==> config.mk <==
export PLATFORM = sky130hd
export DESIGN_NAME = margin_batch_ctrl
export DESIGN_NICKNAME = d
export VERILOG_FILES = /design/src/rtl/margin_pkg.sv /design/src/rtl/margin_argmin.sv /design/src/rtl/margin_batch_ctrl.sv
export SDC_FILE = /design/constraint.sdc
export NUM_CORES = 1
export LEC_CHECK = 0
export ABC_AREA = 1
export CAP_MARGIN = 20
export CORE_MARGIN = 3
export CORE_UTILIZATION = 50
export DETAILED_ROUTE_END_ITERATION = 10
export PLACE_DENSITY = 0.78
export REMOVE_ABC_BUFFERS = 1
export SLEW_MARGIN = 30
export SYNTH_ARGS = -nofsm -noshare
export SYNTH_HDL_FRONTEND = slang
export SYNTH_SLANG_ARGS = --single-unit
==> constraint.sdc <==
create_clock -name clk -period 2.7 [get_ports clk]
set_input_delay 0.54 -clock clk [delete_from_list [all_inputs] [get_ports clk]]
set_output_delay 0.54 -clock clk [all_outputs]
set_load 0.02 [all_outputs]
==> src/rtl/margin_pkg.sv <==
// Shared types and defaults for the margin batch controller.
package margin_pkg;

  // Batch controller states
  typedef enum logic [1:0] {
    IDLE  = 2'd0,
    RUN   = 2'd1,
    DRAIN = 2'd2,
    DONE  = 2'd3
  } state_e;

  localparam int MARGIN_PIPE_LAT    = 7;
  localparam int MARGIN_DATA_WIDTH  = 16;
  localparam int MARGIN_NUM_SAMPLES = 512;

  // Index width for a batch; a single-sample batch still gets one index bit
  function automatic int idx_width(input int n);
    return (n > 1) ? $clog2(n) : 1;
  endfunction

endpackage

==> src/rtl/margin_argmin.sv <==
// Running minimum tracker: keeps the smallest margin seen and its sample index.
// Strict less-than compare, so ties keep the earliest index.
module margin_argmin #(
  parameter int DATA_WIDTH = 16,
  parameter int IDX_W      = 9
) (
  input  logic                  clk,
  input  logic                  rst_n,
  input  logic                  init_i,
  input  logic                  upd_vld_i,
  input  logic [DATA_WIDTH-1:0] margin_i,
  input  logic [IDX_W-1:0]      idx_i,
  output logic [DATA_WIDTH-1:0] best_margin_o,
  output logic [IDX_W-1:0]      best_idx_o
);

  logic [DATA_WIDTH-1:0] best_margin_q, best_margin_d;
  logic [IDX_W-1:0]      best_idx_q, best_idx_d;

  // Next best: init wins, otherwise take a strictly smaller valid margin
  always_comb begin
    best_margin_d = best_margin_q;
    best_idx_d    = best_idx_q;
    if (init_i) begin
      best_margin_d = '1;
      best_idx_d    = '0;
    end else if (upd_vld_i && (margin_i < best_margin_q)) begin
      best_margin_d = margin_i;
      best_idx_d    = idx_i;
    end
  end

  // Best registers
  always_ff @(posedge clk or negedge rst_n) begin
    if (!rst_n) begin
      best_margin_q <= '0;
      best_idx_q    <= '0;
    end else begin
      best_margin_q <= best_margin_d;
      best_idx_q    <= best_idx_d;
    end
  end

  assign best_margin_o = best_margin_q;
  assign best_idx_o    = best_idx_q;

endmodule

==> src/rtl/margin_batch_ctrl.sv <==
// Batch sequencer for the 10-class margin pipeline: accepts NUM_SAMPLES
// vectors, tags them through the pipeline latency and reports the
// minimum-margin sample. Optional MARGIN_THRESH_EN adds a below-threshold
// counter (thresh / below_cnt ports).
module margin_batch_ctrl
  import margin_pkg::*;
#(
  parameter int  DATA_WIDTH  = MARGIN_DATA_WIDTH,
  parameter int  NUM_SAMPLES = MARGIN_NUM_SAMPLES,
  parameter int  PIPE_LAT    = MARGIN_PIPE_LAT,
  localparam int IDX_W       = idx_width(NUM_SAMPLES)
) (
  input  logic                  clk,
  input  logic                  rst_n,
  input  logic                  start,
  input  logic                  in_valid,
  output logic                  in_ready,
  output logic                  pipe_en,
  input  logic [DATA_WIDTH-1:0] pipe_margin,
  output logic                  busy,
  output logic                  res_valid,
  input  logic                  res_ready,
  output logic [IDX_W-1:0]      res_idx,
  output logic [DATA_WIDTH-1:0] res_margin
`ifdef MARGIN_THRESH_EN
  ,
  input  logic [DATA_WIDTH-1:0] thresh,
  output logic [IDX_W:0]        below_cnt
`endif
);

  typedef struct packed {
    logic             vld;
    logic [IDX_W-1:0] idx;
  } tag_t;

  state_e                state_q, state_d;
  logic [IDX_W-1:0]      accept_cnt_q;
  tag_t [PIPE_LAT-1:0]   tag_q;
  tag_t                  tag_in;
  logic                  accept, last_accept, tag_any, batch_init, upd_vld;
  logic [DATA_WIDTH-1:0] best_margin;
  logic [IDX_W-1:0]      best_idx;
  logic [IDX_W-1:0]      res_idx_q;
  logic [DATA_WIDTH-1:0] res_margin_q;

  assign accept      = in_valid & in_ready;
  assign last_accept = accept && (accept_cnt_q == IDX_W'(NUM_SAMPLES - 1));
  assign batch_init  = (state_q == IDLE) && start;
  // Last tag lines up with pipe_margin only while the pipeline advances
  assign upd_vld     = pipe_en & tag_q[PIPE_LAT-1].vld;

  // Any sample still in flight
  always_comb begin
    tag_any = 1'b0;
    for (int i = 0; i < PIPE_LAT; i++) tag_any = tag_any | tag_q[i].vld;
  end

  // Next-state and handshake outputs
  always_comb begin
    state_d  = state_q;
    in_ready = 1'b0;
    pipe_en  = 1'b0;
    unique case (state_q)
      IDLE:  if (start) state_d = RUN;
      RUN: begin
        in_ready = 1'b1;
        pipe_en  = 1'b1;
        if (last_accept) state_d = DRAIN;
      end
      DRAIN: begin
        pipe_en = 1'b1;
        if (!tag_any) state_d = DONE;
      end
      DONE:  if (res_ready) state_d = IDLE;
      default: state_d = IDLE;
    endcase
  end

  // State register
  always_ff @(posedge clk or negedge rst_n) begin
    if (!rst_n) state_q <= IDLE;
    else        state_q <= state_d;
  end

  // Accept counter doubles as the tag index of the next sample
  always_ff @(posedge clk or negedge rst_n) begin
    if (!rst_n)          accept_cnt_q <= '0;
    else if (batch_init) accept_cnt_q <= '0;
    else if (accept)     accept_cnt_q <= accept_cnt_q + IDX_W'(1);
  end

  // Bubbles enter as invalid tags so their margins are never considered
  always_comb begin
    tag_in     = '0;
    tag_in.vld = accept;
    tag_in.idx = accept_cnt_q;
  end

  // Tag shift register mirrors the pipeline: advances only with pipe_en
  always_ff @(posedge clk or negedge rst_n) begin
    if (!rst_n) begin
      tag_q <= '0;
    end else if (pipe_en) begin
      tag_q[0] <= tag_in;
      for (int i = 1; i < PIPE_LAT; i++) tag_q[i] <= tag_q[i-1];
    end
  end

  margin_argmin #(
    .DATA_WIDTH (DATA_WIDTH),
    .IDX_W      (IDX_W)
  ) u_argmin (
    .clk           (clk),
    .rst_n         (rst_n),
    .init_i        (batch_init),
    .upd_vld_i     (upd_vld),
    .margin_i      (pipe_margin),
    .idx_i         (tag_q[PIPE_LAT-1].idx),
    .best_margin_o (best_margin),
    .best_idx_o    (best_idx)
  );

  // Result snapshot on DONE entry so a later start cannot disturb it
  always_ff @(posedge clk or negedge rst_n) begin
    if (!rst_n) begin
      res_idx_q    <= '0;
      res_margin_q <= '0;
    end else if ((state_q == DRAIN) && (state_d == DONE)) begin
      res_idx_q    <= best_idx;
      res_margin_q <= best_margin;
    end
  end

`ifdef MARGIN_THRESH_EN
  logic [IDX_W:0] below_cnt_q;

  // Count valid margins under the threshold alongside the argmin update
  always_ff @(posedge clk or negedge rst_n) begin
    if (!rst_n)                               below_cnt_q <= '0;
    else if (batch_init)                      below_cnt_q <= '0;
    else if (upd_vld && (pipe_margin < thresh)) below_cnt_q <= below_cnt_q + (IDX_W+1)'(1);
  end

  assign below_cnt = below_cnt_q;
`endif

  assign busy       = (state_q != IDLE);
  assign res_valid  = (state_q == DONE);
  assign res_idx    = res_idx_q;
  assign res_margin = res_margin_q;

endmodule
==> results.yml <==
worst_setup_path:
  crit_path_end_kind: "primary output"
  cp-start-kind: "flip-flop"
  path_max_fanout: 9
  crit-reg2reg-launch: "accept_cnt_q[0]"
  register_to_register_setup_slack_ns: 0.28
  timing.critical_path.required_ns: 2.16
  path_class: "reg -> out"
  setup.worst_path.start: "state_q[0]"
  crit_path_dat_ns: 2.01
  r2r-end: "res_margin[6]"
  r2r_cell_count: 14
yosys:
  post_synth_xor_area_fraction: 0
  synthesis.yosys.warnings: 0
  synth_top_area_share: 0.5659
  synth_cells: 675
  synth_adder_area_share: 0.04752
  syn-cell-area_mm2: 0.005793
  synth.mux.area_fraction: 0
  synth_area_per_cell_um2: 8.582
  synth_top_family_by_area: "simple AND/OR/NAND/NOR gates"
  synth_compound_gate_area_share: 0.05551
  netlist.top_cell.by_area: "sky130_fd_sc_hd__dfrtp_1"
  basic_gate_share_of_the_synthesized_area_counting_and_or_nand_and_nor_cells: 0.2689
  synth_top_cells_by_area: "sky130_fd_sc_hd__dfrtp_1 (57%), sky130_fd_sc_hd__nand2_1 (17%), sky130_fd_sc_hd__nand3_1 (4.8%)"
  ys_seq_area_frac: 0.5659
  flop_and_latch_count_out_of_synthesis: 131
  ys_types: 27
clocking:
  numCtsBuffers: 17
  cts_max_path_buffers: 2
  worst_skew_pair.late_latency_ns: 0.42
  clock_tree.htree_level_count: 4
  cts.reportedPaths.clkPinSlew_ns: 0.06
  tritoncts: "built"
  clk_root_buffer_cell: "sky130_fd_sc_hd__clkbuf_16"
  cts_setup_buffers: 0
  cts_sinks: 131
sta:
  clock.fmax_mhz: 392.6
  fin_worst_skew_ns: 0.01116
  number_of_setup_violations_in_the_final_report: 0
  worstMarginPinSlew_ns: 0.6911
  hold-worst-slack_ns: 0.1235
  rsz_0062_raised_after_global_routing: "no"
  final_critical_path_time_including_i_o_delays_and_setup_ns: 2.547
  hold_viol: 0
  layout_setup_ws_ns: 0.1532
  final-max-slew-violation-count: 0
  timing.max_slew.rel_slack: 0.5387
  min_period_over_period: 0.9433
grt:
  use_met1: 0.2613
  globalRoute.totalOverflow: 0
  grt_util_met2: 0.3349
  first_global_vias: 4632
  largest_net_degree_at_the_start_of_global_routing: 74
  grt_usage: 0.2067
  grt_antenna_before_repair: 0
  grt.met3_usage: 0.06737
  grt_first_pass_wirelength_um: 21210
  globalRoute.busiestLayer: "met2"
route:
  detail_routed_net_length_per_standard_cell_um: 13.85
  detail_route.iter0.violations: 345
  postRouteAntennaNets: 0
  route.detailed.vias_per_inst: 5.128
  firstDrtPassIters: 4
  route.vias.total: 4492
  drt-total-wl_um: 12130
  post-route-drc-count: 0
finish:
  fillCellCount: 872
  sequential_cell_area_mm2: 0.003278
  area_growth_pct: 20.80
  final_cell_mix: "sky130_fd_sc_hd__nand2_1 (268), sky130_fd_sc_hd__dfrtp_1 (131), sky130_fd_sc_hd__nand3_1 (56)"
  post-route-util: 0.6317
  numnets_final: 766
  multi_input_area_mm2: 0.002166
  num_antenna_cells: 0
  final_common_cell: "sky130_fd_sc_hd__nand2_1"
  post-route-cell-area_mm2: 0.006998
  post_route_cells_drive_above_1_share: 0.09375
min_path:
  timing.hold.worst.class: "in -> async"
floorplanning:
  floorplan.initialDensity: 0.5229
  die_width_um: 113.6
  rows: 38
  core_area_mm2: 0.01108
  die_height_um: 113.6
  design.die.area_mm2: 0.01291
  num_io_pins: 50
flow_run:
  max_cap_violations: 0
power_and_ir_drop:
  static-leakage-power_nw: 3.621
  vdd_ir_drop_max_uv: 946.1
  power.density_cell_area_mw_per_mm2: 1117
placement:
  buffer_ports.inserted: 49
  dpl.hpwl_um: 7558
  placed_cell_area_mm2: 0.006402
  place.gp.congestion: 0.8327
  dpl_worst_slack_ns: 0.1112
status:
  status: "finished, final reports clean"
worst max-delay path: stages (launching register included):
cell                              delay (ns)
sky130_fd_sc_hd__dfrtp_1                0.39
sky130_fd_sc_hd__inv_1                  0.12
sky130_fd_sc_hd__ha_2                   0.43
sky130_fd_sc_hd__clkdlybuf4s50_1        0.64
registers in the layout (all words and copies together) (netlist names):
signal and cells:
res_margin 16, accept_cnt_q 9, u_argmin.best_idx_o 9, tag_q 70, state_q 2, u_argmin.best_margin_o 16
res_idx 9
per-layer routing:
metal	vias to the layer above	wire, um	part of all wire
met1	2153	5302	0.44
met2	103	6097	0.50
li1	2218	-	-
met3	18	542	0.045
met4	0	189	0.016
met5	-	0	0
what timing repair did:
| item | 4_1_cts | 5_1_grt |
|---|---|---|
| endpoints found under the setup margin | 0 | 25 |
| resized for setup | 0 | 1 |
| hold buffers | 0 | 0 |
how the worst max path moves through the flow:
stage,endpoint
after CTS,pipe_en
after global routing,res_idx[8]
after floorplan,tag_q[1]
after detailed placement,u_argmin.best_margin_o[2]
final,pipe_en
after global placement,u_argmin.best_idx_o[4]
layout make-up:
cell class / instances / share of cell area
clock buffer: 19 / 0.06472
sequential: 131 / 0.4684
clock inverter: 13 / 0.01913
timing repair buffer: 59 / 0.08225
tap: 140 / 0.02503
inverter: 57 / 0.03093
multi-input combinational: 457 / 0.3095
cell families after synthesis:
kind of cell / Yosys count
adder cells (fa/ha/maj): 22
buffers and inverters: 87
flip-flops: 131
AND/OR/NAND/NOR: 373
AO/OA/AOI/OAI: 62
report_power, final:
| group | internal, mW | switching, mW |
|---|---|---|
| Clock | 1.40 | 0.854 |
| Sequential | 2.43 | 0.291 |
| Combinational | 0.932 | 1.91 |
cells in the mapped netlist, drive strengths merged:
cell and number:
a211oi 1, a21oi 13, a41oi 1, buf 9
clkbuf 21, clkinv 1, dfrtp 131, ha 22
inv 56, nand2 273, nand3 58, nor2 22
nor3 4, nor4 1, o21a 1, o21ai 45
o31ai 1, or2 15
per-stage QoR:
step	instances	power, mW	setup TNS (ns)
after CTS	876	7.838	0
after global routing	876	8.377	0
after floorplan	645	4.483	-58.64
after detailed placement	844	5.554	0
final	876	7.819	0
after global placement	844	5.435	0
Power figures use the tool's default switching activity.
